File: src/rtl/csr_pkg.sv
// Shared constants for the machine-mode CSR file: addresses, bit positions, cause codes.
package csr_pkg;

  localparam logic [11:0] CsrMstatus   = 12'h300;
  localparam logic [11:0] CsrMisa      = 12'h301;
  localparam logic [11:0] CsrMie       = 12'h304;
  localparam logic [11:0] CsrMtvec     = 12'h305;
  localparam logic [11:0] CsrMscratch  = 12'h340;
  localparam logic [11:0] CsrMepc      = 12'h341;
  localparam logic [11:0] CsrMcause    = 12'h342;
  localparam logic [11:0] CsrMtval     = 12'h343;
  localparam logic [11:0] CsrMip       = 12'h344;
  localparam logic [11:0] CsrMcycle    = 12'hB00;
  localparam logic [11:0] CsrMinstret  = 12'hB02;
  localparam logic [11:0] CsrMcycleh   = 12'hB80;
  localparam logic [11:0] CsrMinstreth = 12'hB82;
  localparam logic [11:0] CsrMhartid   = 12'hF14;

  localparam int unsigned MstatusMie  = 3;
  localparam int unsigned MstatusMpie = 7;
  localparam int unsigned MipMsip     = 3;
  localparam int unsigned MipMtip     = 7;
  localparam int unsigned MipMeip     = 11;

  localparam logic [4:0] IrqCodeSw    = 5'd3;
  localparam logic [4:0] IrqCodeTimer = 5'd7;
  localparam logic [4:0] IrqCodeExt   = 5'd11;

  // MXL=1 (32-bit), extension I only.
  localparam logic [31:0] MisaValue  = 32'h4000_0100;
  localparam logic [1:0]  MstatusMpp = 2'b11;
  localparam logic [31:0] MieMask    = 32'h0000_0888;

endpackage

File: src/rtl/reg_csr_machine_if.sv
// Request, forwarding, trap and interrupt bundle between the pipeline and reg_csr_machine.
interface reg_csr_machine_if #(
  parameter int unsigned XLEN   = 32,
  parameter int unsigned FWD_CH = 2
);
  logic                     FLUSH;
  logic                     STALL;
  logic                     MMU_WAIT;
  logic                     TRAP_EN;
  logic [XLEN-1:0]          TRAP_CODE;
  logic [XLEN-1:0]          TRAP_PC;
  logic [XLEN-1:0]          TRAP_VAL;
  logic                     MRET_EN;
  logic [XLEN-1:0]          MRET_PC;
  logic [1:0]               TRAP_VEC_MODE;
  logic [XLEN-1:0]          TRAP_VEC_BASE;
  logic                     INT_SW;
  logic                     INT_TIMER;
  logic                     INT_EXT;
  logic                     INT_REQ;
  logic [XLEN-1:0]          INT_CAUSE;
  logic                     INSTRET_EN;
  logic [11:0]              RADDR;
  logic                     RVALID;
  logic [XLEN-1:0]          RDATA;
  logic                     RILLEGAL;
  logic                     WREN;
  logic [11:0]              WADDR;
  logic [XLEN-1:0]          WDATA;
  logic [11:0]              FWD_CSR_ADDR;
  logic [FWD_CH-1:0]        FWD_EN;
  logic [12*FWD_CH-1:0]     FWD_ADDR;
  logic [XLEN*FWD_CH-1:0]   FWD_DATA;

  modport slave (
    input  FLUSH, STALL, MMU_WAIT, TRAP_EN, TRAP_CODE, TRAP_PC, TRAP_VAL, MRET_EN,
           INT_SW, INT_TIMER, INT_EXT, INSTRET_EN, RADDR, WREN, WADDR, WDATA,
           FWD_CSR_ADDR, FWD_EN, FWD_ADDR, FWD_DATA,
    output MRET_PC, TRAP_VEC_MODE, TRAP_VEC_BASE, INT_REQ, INT_CAUSE, RVALID, RDATA, RILLEGAL
  );

  modport master (
    output FLUSH, STALL, MMU_WAIT, TRAP_EN, TRAP_CODE, TRAP_PC, TRAP_VAL, MRET_EN,
           INT_SW, INT_TIMER, INT_EXT, INSTRET_EN, RADDR, WREN, WADDR, WDATA,
           FWD_CSR_ADDR, FWD_EN, FWD_ADDR, FWD_DATA,
    input  MRET_PC, TRAP_VEC_MODE, TRAP_VEC_BASE, INT_REQ, INT_CAUSE, RVALID, RDATA, RILLEGAL
  );
endinterface

File: src/rtl/csr_counter64.sv
// 64-bit counter split into 32-bit halves; a write to either half suppresses that cycle's increment.
module csr_counter64 (
  input  logic        CLK,
  input  logic        RST,
  input  logic        inc_en,
  input  logic        wr_lo,
  input  logic        wr_hi,
  input  logic [31:0] wdata,
  output logic [63:0] value
);

  logic [31:0] lo_q, hi_q;
  logic [63:0] inc;

  assign inc   = {hi_q, lo_q} + 64'd1;
  assign value = {hi_q, lo_q};

  always_ff @(posedge CLK or posedge RST) begin
    if (RST) begin
      lo_q <= '0;
      hi_q <= '0;
    end else if (wr_lo || wr_hi) begin
      if (wr_lo) lo_q <= wdata;
      if (wr_hi) hi_q <= wdata;
    end else if (inc_en) begin
      lo_q <= inc[31:0];
      hi_q <= inc[63:32];
    end
  end

endmodule

File: src/rtl/reg_csr_machine.sv
// Machine-mode CSR file with captured read path, forwarding, trap/mret and interrupt request.
// Counters are built only when CSR_COUNTERS_EN is defined.
module reg_csr_machine
  import csr_pkg::*;
#(
  parameter int unsigned XLEN    = 32,
  parameter int unsigned FWD_CH  = 2,
  parameter int unsigned HART_ID = 0
) (
  input logic              CLK,
  input logic              RST,
  reg_csr_machine_if.slave bus
);

  // Capture stage
  logic [11:0]                  raddr_q, waddr_q, fwd_csr_addr_q;
  logic [XLEN-1:0]              wdata_q;
  logic                         wren_q;
  logic [FWD_CH-1:0]            fwd_en_q;
  logic [FWD_CH-1:0][11:0]      fwd_addr_q;
  logic [FWD_CH-1:0][XLEN-1:0]  fwd_data_q;

  always_ff @(posedge CLK or posedge RST) begin
    if (RST) begin
      raddr_q <= '0; waddr_q <= '0; wdata_q <= '0; wren_q <= 1'b0; fwd_csr_addr_q <= '0;
      fwd_en_q <= '0; fwd_addr_q <= '0; fwd_data_q <= '0;
    end else if (bus.FLUSH) begin
      raddr_q <= '0; waddr_q <= '0; wdata_q <= '0; wren_q <= 1'b0; fwd_csr_addr_q <= '0;
      fwd_en_q <= '0; fwd_addr_q <= '0; fwd_data_q <= '0;
    end else if (!bus.MMU_WAIT) begin
      fwd_en_q   <= bus.FWD_EN;
      fwd_addr_q <= bus.FWD_ADDR;
      fwd_data_q <= bus.FWD_DATA;
      if (bus.STALL) begin
        fwd_csr_addr_q <= '0;
      end else begin
        raddr_q        <= bus.RADDR;
        waddr_q        <= bus.WADDR;
        wdata_q        <= bus.WDATA;
        wren_q         <= bus.WREN;
        fwd_csr_addr_q <= bus.FWD_CSR_ADDR;
      end
    end
  end

  // Architectural state
  logic            mie_bit_q, mpie_q;
  logic [XLEN-1:0] mie_q, mtvec_q, mscratch_q, mepc_q, mcause_q, mtval_q;
  logic            wr_mstatus, wr_mie, wr_mtvec, wr_mscratch, wr_mepc, wr_mcause, wr_mtval;

  assign wr_mstatus  = bus.WREN && (bus.WADDR == CsrMstatus);
  assign wr_mie      = bus.WREN && (bus.WADDR == CsrMie);
  assign wr_mtvec    = bus.WREN && (bus.WADDR == CsrMtvec);
  assign wr_mscratch = bus.WREN && (bus.WADDR == CsrMscratch);
  assign wr_mepc     = bus.WREN && (bus.WADDR == CsrMepc);
  assign wr_mcause   = bus.WREN && (bus.WADDR == CsrMcause);
  assign wr_mtval    = bus.WREN && (bus.WADDR == CsrMtval);

  always_ff @(posedge CLK or posedge RST) begin
    if (RST) begin
      mie_bit_q <= 1'b0; mpie_q <= 1'b0;
      mie_q <= '0; mtvec_q <= '0; mscratch_q <= '0; mepc_q <= '0; mcause_q <= '0; mtval_q <= '0;
    end else begin
      if (bus.TRAP_EN) begin
        mpie_q    <= mie_bit_q;
        mie_bit_q <= 1'b0;
        mepc_q    <= {bus.TRAP_PC[XLEN-1:1], 1'b0};
        mcause_q  <= bus.TRAP_CODE;
        mtval_q   <= bus.TRAP_VAL;
      end else if (bus.MRET_EN) begin
        mie_bit_q <= mpie_q;
        mpie_q    <= 1'b1;
      end else if (wr_mstatus) begin
        mie_bit_q <= bus.WDATA[MstatusMie];
        mpie_q    <= bus.WDATA[MstatusMpie];
      end
      // A trap owns mepc/mcause/mtval this cycle; other CSR writes still land.
      if (!bus.TRAP_EN) begin
        if (wr_mepc)   mepc_q   <= {bus.WDATA[XLEN-1:1], 1'b0};
        if (wr_mcause) mcause_q <= bus.WDATA;
        if (wr_mtval)  mtval_q  <= bus.WDATA;
      end
      if (wr_mie)      mie_q      <= bus.WDATA & MieMask;
      if (wr_mtvec)    mtvec_q    <= {bus.WDATA[XLEN-1:2], bus.WDATA[1] ? 2'b00 : bus.WDATA[1:0]};
      if (wr_mscratch) mscratch_q <= bus.WDATA;
    end
  end

  // Interrupts
  logic [XLEN-1:0] mip_val, pend;
  logic            int_req_q;
  logic [XLEN-1:0] int_cause_q;
  logic [4:0]      irq_code;

  always_comb begin
    mip_val          = '0;
    mip_val[MipMsip] = bus.INT_SW;
    mip_val[MipMtip] = bus.INT_TIMER;
    mip_val[MipMeip] = bus.INT_EXT;
  end

  assign pend     = mip_val & mie_q;
  assign irq_code = pend[MipMeip] ? IrqCodeExt : (pend[MipMsip] ? IrqCodeSw : IrqCodeTimer);

  always_ff @(posedge CLK or posedge RST) begin
    if (RST) begin
      int_req_q   <= 1'b0;
      int_cause_q <= '0;
    end else begin
      int_req_q   <= mie_bit_q && (|pend);
      int_cause_q <= (mie_bit_q && (|pend)) ? {1'b1, (XLEN-1)'(irq_code)} : '0;
    end
  end

  // Counters
  logic [63:0] mcycle, minstret;
`ifdef CSR_COUNTERS_EN
  csr_counter64 u_mcycle (
    .CLK    (CLK),
    .RST    (RST),
    .inc_en (1'b1),
    .wr_lo  (bus.WREN && (bus.WADDR == CsrMcycle)),
    .wr_hi  (bus.WREN && (bus.WADDR == CsrMcycleh)),
    .wdata  (bus.WDATA),
    .value  (mcycle)
  );
  csr_counter64 u_minstret (
    .CLK    (CLK),
    .RST    (RST),
    .inc_en (bus.INSTRET_EN),
    .wr_lo  (bus.WREN && (bus.WADDR == CsrMinstret)),
    .wr_hi  (bus.WREN && (bus.WADDR == CsrMinstreth)),
    .wdata  (bus.WDATA),
    .value  (minstret)
  );
`else
  logic unused_instret;
  assign unused_instret = bus.INSTRET_EN;
  assign mcycle         = '0;
  assign minstret       = '0;
`endif

  // Read path
  logic [XLEN-1:0] mstatus_val, arch_val, fwd_val, rdata;
  logic            impl, fwd_hit, fwd_vld, rvalid, rillegal;

  always_comb begin
    mstatus_val              = '0;
    mstatus_val[12:11]       = MstatusMpp;
    mstatus_val[MstatusMpie] = mpie_q;
    mstatus_val[MstatusMie]  = mie_bit_q;
  end

  always_comb begin
    arch_val = '0;
    impl     = 1'b1;
    case (raddr_q)
      CsrMstatus:   arch_val = mstatus_val;
      CsrMisa:      arch_val = MisaValue;
      CsrMie:       arch_val = mie_q;
      CsrMtvec:     arch_val = mtvec_q;
      CsrMscratch:  arch_val = mscratch_q;
      CsrMepc:      arch_val = mepc_q;
      CsrMcause:    arch_val = mcause_q;
      CsrMtval:     arch_val = mtval_q;
      CsrMip:       arch_val = mip_val;
      CsrMcycle:    arch_val = mcycle[31:0];
      CsrMcycleh:   arch_val = mcycle[63:32];
      CsrMinstret:  arch_val = minstret[31:0];
      CsrMinstreth: arch_val = minstret[63:32];
      CsrMhartid:   arch_val = XLEN'(HART_ID);
      default:      impl     = 1'b0;
    endcase
  end

  always_comb begin
    fwd_hit = 1'b0;
    fwd_val = '0;
    fwd_vld = 1'b0;
    for (int i = 0; i < FWD_CH; i++) begin
      if (!fwd_hit && (fwd_addr_q[i] == raddr_q)) begin
        fwd_hit = 1'b1;
        fwd_val = fwd_data_q[i];
        fwd_vld = fwd_en_q[i];
      end
    end
  end

  always_comb begin
    rdata    = '0;
    rvalid   = 1'b1;
    rillegal = 1'b0;
    if (raddr_q == '0) begin
      rdata = '0;
    end else if (raddr_q == fwd_csr_addr_q) begin
      rvalid = 1'b0;
    end else if (fwd_hit) begin
      rdata  = fwd_val;
      rvalid = fwd_vld;
    end else if (!impl) begin
      rillegal = 1'b1;
    end else if (wren_q && (waddr_q == raddr_q)) begin
      rdata = wdata_q;
    end else begin
      rdata = arch_val;
    end
  end

  assign bus.RDATA         = rdata;
  assign bus.RVALID        = rvalid;
  assign bus.RILLEGAL      = rillegal;
  assign bus.MRET_PC       = mepc_q;
  assign bus.TRAP_VEC_MODE = mtvec_q[1:0];
  assign bus.TRAP_VEC_BASE = {mtvec_q[XLEN-1:2], 2'b00};
  assign bus.INT_REQ       = int_req_q;
  assign bus.INT_CAUSE     = int_cause_q;

endmodule
File: src/flat_wrapper.sv
// flat-port wrapper written by rule: the top's interface ports become plain ports
module reg_csr_machine_flat import csr_pkg::*;
#(
  parameter int unsigned XLEN    = 32,
  parameter int unsigned FWD_CH  = 2,
  parameter int unsigned HART_ID = 0
)
  (CLK, RST, bus_FLUSH, bus_STALL, bus_MMU_WAIT, bus_TRAP_EN, bus_TRAP_CODE, bus_TRAP_PC, bus_TRAP_VAL, bus_MRET_EN, bus_INT_SW, bus_INT_TIMER, bus_INT_EXT, bus_INSTRET_EN, bus_RADDR, bus_WREN, bus_WADDR, bus_WDATA, bus_FWD_CSR_ADDR, bus_FWD_EN, bus_FWD_ADDR, bus_FWD_DATA, bus_MRET_PC, bus_TRAP_VEC_MODE, bus_TRAP_VEC_BASE, bus_INT_REQ, bus_INT_CAUSE, bus_RVALID, bus_RDATA, bus_RILLEGAL);
  reg_csr_machine_if #(.XLEN(XLEN), .FWD_CH(FWD_CH)) bus_i ();
  input logic CLK;
  input logic RST;
  input wire logic [$bits(bus_i.FLUSH)-1:0] bus_FLUSH;
  input wire logic [$bits(bus_i.STALL)-1:0] bus_STALL;
  input wire logic [$bits(bus_i.MMU_WAIT)-1:0] bus_MMU_WAIT;
  input wire logic [$bits(bus_i.TRAP_EN)-1:0] bus_TRAP_EN;
  input wire logic [$bits(bus_i.TRAP_CODE)-1:0] bus_TRAP_CODE;
  input wire logic [$bits(bus_i.TRAP_PC)-1:0] bus_TRAP_PC;
  input wire logic [$bits(bus_i.TRAP_VAL)-1:0] bus_TRAP_VAL;
  input wire logic [$bits(bus_i.MRET_EN)-1:0] bus_MRET_EN;
  input wire logic [$bits(bus_i.INT_SW)-1:0] bus_INT_SW;
  input wire logic [$bits(bus_i.INT_TIMER)-1:0] bus_INT_TIMER;
  input wire logic [$bits(bus_i.INT_EXT)-1:0] bus_INT_EXT;
  input wire logic [$bits(bus_i.INSTRET_EN)-1:0] bus_INSTRET_EN;
  input wire logic [$bits(bus_i.RADDR)-1:0] bus_RADDR;
  input wire logic [$bits(bus_i.WREN)-1:0] bus_WREN;
  input wire logic [$bits(bus_i.WADDR)-1:0] bus_WADDR;
  input wire logic [$bits(bus_i.WDATA)-1:0] bus_WDATA;
  input wire logic [$bits(bus_i.FWD_CSR_ADDR)-1:0] bus_FWD_CSR_ADDR;
  input wire logic [$bits(bus_i.FWD_EN)-1:0] bus_FWD_EN;
  input wire logic [$bits(bus_i.FWD_ADDR)-1:0] bus_FWD_ADDR;
  input wire logic [$bits(bus_i.FWD_DATA)-1:0] bus_FWD_DATA;
  output wire logic [$bits(bus_i.MRET_PC)-1:0] bus_MRET_PC;
  output wire logic [$bits(bus_i.TRAP_VEC_MODE)-1:0] bus_TRAP_VEC_MODE;
  output wire logic [$bits(bus_i.TRAP_VEC_BASE)-1:0] bus_TRAP_VEC_BASE;
  output wire logic [$bits(bus_i.INT_REQ)-1:0] bus_INT_REQ;
  output wire logic [$bits(bus_i.INT_CAUSE)-1:0] bus_INT_CAUSE;
  output wire logic [$bits(bus_i.RVALID)-1:0] bus_RVALID;
  output wire logic [$bits(bus_i.RDATA)-1:0] bus_RDATA;
  output wire logic [$bits(bus_i.RILLEGAL)-1:0] bus_RILLEGAL;
  assign bus_i.FLUSH = bus_FLUSH;
  assign bus_i.STALL = bus_STALL;
  assign bus_i.MMU_WAIT = bus_MMU_WAIT;
  assign bus_i.TRAP_EN = bus_TRAP_EN;
  assign bus_i.TRAP_CODE = bus_TRAP_CODE;
  assign bus_i.TRAP_PC = bus_TRAP_PC;
  assign bus_i.TRAP_VAL = bus_TRAP_VAL;
  assign bus_i.MRET_EN = bus_MRET_EN;
  assign bus_i.INT_SW = bus_INT_SW;
  assign bus_i.INT_TIMER = bus_INT_TIMER;
  assign bus_i.INT_EXT = bus_INT_EXT;
  assign bus_i.INSTRET_EN = bus_INSTRET_EN;
  assign bus_i.RADDR = bus_RADDR;
  assign bus_i.WREN = bus_WREN;
  assign bus_i.WADDR = bus_WADDR;
  assign bus_i.WDATA = bus_WDATA;
  assign bus_i.FWD_CSR_ADDR = bus_FWD_CSR_ADDR;
  assign bus_i.FWD_EN = bus_FWD_EN;
  assign bus_i.FWD_ADDR = bus_FWD_ADDR;
  assign bus_i.FWD_DATA = bus_FWD_DATA;
  assign bus_MRET_PC = bus_i.MRET_PC;
  assign bus_TRAP_VEC_MODE = bus_i.TRAP_VEC_MODE;
  assign bus_TRAP_VEC_BASE = bus_i.TRAP_VEC_BASE;
  assign bus_INT_REQ = bus_i.INT_REQ;
  assign bus_INT_CAUSE = bus_i.INT_CAUSE;
  assign bus_RVALID = bus_i.RVALID;
  assign bus_RDATA = bus_i.RDATA;
  assign bus_RILLEGAL = bus_i.RILLEGAL;
  reg_csr_machine #(.XLEN(XLEN), .FWD_CH(FWD_CH), .HART_ID(HART_ID)) u_core (.CLK(CLK), .RST(RST), .bus(bus_i));
endmodule
File: config.mk
export PLATFORM = sky130hd
export DESIGN_NAME = reg_csr_machine_flat
export DESIGN_NICKNAME = d
export VERILOG_FILES = /design/src/rtl/csr_pkg.sv /design/src/rtl/reg_csr_machine_if.sv /design/src/rtl/csr_counter64.sv /design/src/rtl/reg_csr_machine.sv /design/src/flat_wrapper.sv
export SDC_FILE = /design/constraint.sdc
export NUM_CORES = 1
export LEC_CHECK = 0
export CAP_MARGIN = 20
export CORE_MARGIN = 2
export CORE_UTILIZATION = 40
export CTS_CLUSTER_SIZE = 30
export DETAILED_ROUTE_END_ITERATION = 8
export PLACE_DENSITY = 0.8
export SYNTH_ARGS = -nofsm -noshare
export SYNTH_HDL_FRONTEND = slang
export SYNTH_SLANG_ARGS = --single-unit
File: constraint.sdc
create_clock -name CLK -period 11.8 [get_ports CLK]
set_input_delay 2.36 -clock CLK [delete_from_list [all_inputs] [get_ports CLK]]
set_output_delay 2.36 -clock CLK [all_outputs]
set_load 0.1 [all_outputs]
==> summary.log <==
[synthesis] top-area cell type share of the netlist area 49.6%
[synthesis] ys async rst share 100%
[floorplan] Die Wd 207 um
[final_layout] layout cells sized above 1 8.91%
[timing] final worst slack 3.95 ns
[grt] global-route wire length before repair 83200 um
[route] Via Count 13900
[critical_path] Worst Path Arrival 5.49 ns
[critical_path] CP Capture Type output pin
[clock_tree] CTS sink count 326
[final_layout] share of the core filled with cells 52.9%
[job] number of max-cap violations 0
[floorplan] initial core utilization 40.4%
[clock_tree] number of post-CTS setup repair buffers 0
[synthesis] average size of a mapped cell 10.1 um2
[clock_tree] buffer cell driving the clock tree root clkbuf_16
[power] leakage power figure 9.41 nW
[grt] initial antenna violation count 9
[synthesis] commonest register cell after synthesis dfrtp_1
[hold_path] Hold Path Depth 1
[timing] normalized max-slew margin 20.7%
[grt] global-route usage over all layers 25.7%
[final_layout] Final nets 2184
[placed_design] last weighted congestion value of the routability-driven placer 0.884
[clock_tree] register clock-pin slew on the reported worst setup and hold paths 0.06 ns
[synthesis] #FFs+latches synth 326
[route] count of routing violations after the opening detailed-route iteration 1157
[synthesis] count of flip-flops with a built-in enable after synthesis 0
[synthesis] most numerous cell types in the synthesized netlist dfrtp_1 (326), nand2_1 (250), mux2i_1 (217)
[route] vias per cell 5.61
[route] mean routed wirelength per cell 22.6 um
[synthesis] post-synthesis cell count 1626
[synthesis] dominant cell by count in the synthesized netlist dfrtp_1
[timing] Post-Route Skew 0.00100 ns
[critical_path] largest fanout on the critical path 42
[clock_tree] clock tree from TritonCTS done
[timing] setup repair after global routing missed its margin false
[power] Max IR drop VDD 108 uV
[route] Total Routed Length 55900 um
[final_layout] area delta synth->final 31.1%
[synthesis] dominant cell type by area after synthesis dfrtp_1
[hold_path] type of the tightest min-delay check reg -> reg
[critical_path] Critical Path Start Type flip-flop
[route] remaining antenna violation count after routing 0
[timing] count of final max-slew check failures 0
[timing] final worst path period share 66.6%
[clock_tree] Bufs on Longest Clock Path 3
[synthesis] Synth cell types 61
[final_layout] Fill cells 3596
[critical_path] data required time of the critical path 9.44 ns
[placed_design] HPWL reported at the end of detailed placement 37300 um
[grt] via count of the first global-routing pass 14100
[placed_design] worst setup slack before clock tree synthesis 4.29 ns
[floorplan] cell row count 74
[route] Pre-antenna DRT Iters 6
[critical_path] type of the setup path with the least slack reg -> out
[synthesis] number of synthesis warnings 0
[timing] setup violation total in the final timing report 0
[timing] worst-margin pin slew 1.19 ns
[outcome] run status finished, final reports clean
[route] detailed-route DRC error count 0
[timing] Total Negative Setup Slacks 0 ns
[timing] fmax 127 MHz
[floorplan] core region area 40700 um2
[power] total power density per cell area 136 nW/um2
[synthesis] post-synthesis instance area 16400 um2
[clock_tree] number of H-tree levels 2
[clock_tree] number of buffers created by CTS 37
[clock_tree] CTS-repair resized insts 0
[timing] clock period minus final worst setup slack 7.85 ns
[synthesis] top area cells in the synthesized netlist dfrtp_1 (50%), mux2i_1 (13%), nand2_1 (5.7%)
[clock_tree] number of buffers inserted by hold repair at cts 0
[synthesis] sequential area share after synthesis 49.6%
[grt] largest net degree at the start of global routing 123
[grt] remaining global-route overflow 0
[floorplan] count of boundary I/O pins 399
[floorplan] height of the die 207 um
[critical_path] number of cell instances on the worst register-to-register path 3
[clock_tree] latest clock arrival within the worst-skew pair 0.54 ns
[placed_design] number of input and output port buffers inserted 366
[floorplan] die area 42700 um2
[timing] hold violation count in the final report 0
-- cells by family after synthesis --
| group | Yosys count | share of synthesized area [%] |
|---|---|---|
| xor gates and xnor gates | 48 | 2.56 |
| buffers and inverters | 175 | 5.13 |
| muxes | 287 | 18.1 |
| and+or+nand+nor | 475 | 12.7 |
| other | 1 | 0.0228 |
| DFF | 326 | 49.6 |
| AOI/OAI and AO/OA | 314 | 11.9 |
-- worst max-delay path, cell delays in order (launching register included) --
cell and delay [ns]:
dfrtp_2 0.37, buf_4 0.65, or3b_2 0.55, or3_1 0.73, buf_4 0.37, o221ai_1 0.24, a221oi_1 0.29, nor3_1 0.48
clkdlybuf4s50_1 1.23
-- sequential cells by signal (all words and copies together), names as in the netlist --
register and flops:
u_core.waddr_q 12, u_core.mpie_q 1, u_core.bus.INT_CAUSE 3, u_core.mcause_q 32, u_core.fwd_csr_addr_q 12, u_core.fwd_en_q 2, u_core.mie_q 3, u_core.fwd_data_q 64
u_core.wdata_q 32, u_core.raddr_q 12, u_core.bus.MRET_PC 32, u_core.mtval_q 32, u_core.wren_q 1, u_core.mie_bit_q 1, u_core.mtvec_q 31, u_core.mscratch_q 32
u_core.fwd_addr_q 24
-- cells in the final DEF (no fill, tap or decap), types with 3 or more instances in the layout --
| cell | n |
|---|---|
| nand4_1 | 8 |
| diode_2 | 4 |
| or3_1 | 7 |
| xor2_1 | 12 |
| nor2b_4 | 3 |
| o21ai_0 | 98 |
| nand2_1 | 250 |
| mux2_2 | 62 |
| buf_4 | 27 |
| a211oi_1 | 4 |
| nand2b_1 | 5 |
| a22oi_1 | 29 |
| nor2_1 | 119 |
| conb_1 | 30 |
| a21o_1 | 3 |
| nor4_1 | 5 |
| clkinvlp_4 | 3 |
| nand3_1 | 6 |
| mux2i_1 | 217 |
| clkbuf_1 | 8 |
| o21ai_1 | 5 |
| mux2_1 | 6 |
| o22ai_1 | 33 |
| and3_1 | 3 |
| dfrtp_1 | 325 |
| nor3_2 | 5 |
| clkbuf_16 | 39 |
| o221ai_1 | 23 |
| nor3_1 | 31 |
| inv_1 | 5 |
| nor3b_1 | 10 |
| a21oi_1 | 75 |
| a221oi_1 | 30 |
| clkbuf_8 | 6 |
| xnor2_1 | 36 |
| clkdlybuf4s50_1 | 363 |
-- power by group --
group / switching (W) / internal [W] / leakage, nW
clock: 0.000471 / 0.000685 / 0.579
combinational: 0.000352 / 0.000193 / 4.57
sequential: 0.0000474 / 0.00118 / 4.26
-- per-layer routing --
metal | GRT usage, % | up-vias | part of all wire [%]
li1 | - | 6263 | -
met2 | 41.1 | 661 | 46
met3 | 6.30 | 124 | 9.6
met5 | 0 | - | 0.043
met4 | 10.4 | 4 | 3.6
met1 | 33.6 | 6855 | 40
-- area by class of cell --
type	instances	area (um2)	area share [%]
Clock buffer	53	1090	5.05
Antenna cell	4	10.0	0.0464
Multi-Input combinational cell	1154	7610	35.3
Tap cell	532	666	3.09
Timing Repair Buffer	393	3890	18.0
Clock inverter	9	114	0.528
Sequential cell	326	8160	37.8
Inverter	6	30.0	0.139
-- metrics by stage --
stage | std cells | hold slack (ns) | power, W | area [um2]
6_report | 2477 | 0.493 | 0.00293 | 21600
5_1_grt | 2477 | 0.511 | 0.00303 | 21600
4_1_cts | 2472 | 0.496 | 0.00295 | 21500
3_5_place_dp | 2410 | 0.481 | 0.00179 | 20300
3_3_place_gp | 2410 | 0.473 | 0.00177 | 20300
2_1_floorplan | 1655 | 0.459 | 0.00158 | 16600
-- worst paths after layout --
path	slack, ns	from	endpoint
max	3.95	u_core.raddr_q[0]$_DFFE_PP0P_	bus_RDATA[0]
min	0.49	u_core.mscratch_q[26]$_DFFE_PP0P_	u_core.mscratch_q[26]$_DFFE_PP0P_
max reg2reg	10.68	u_core.raddr_q[2]$_DFFE_PP0P_	u_core.raddr_q[2]$_DFFE_PP0P_
min reg2reg	0.49	u_core.mscratch_q[26]$_DFFE_PP0P_	u_core.mscratch_q[26]$_DFFE_PP0P_
max in group asynchronous	7.53	RST	u_core.mtvec_q[15]$_DFFE_PP0P_
min in group asynchronous	2.33	RST	u_core.fwd_addr_q[0]$_DFFE_PP0P_
Power figures use the tool's default switching activity.
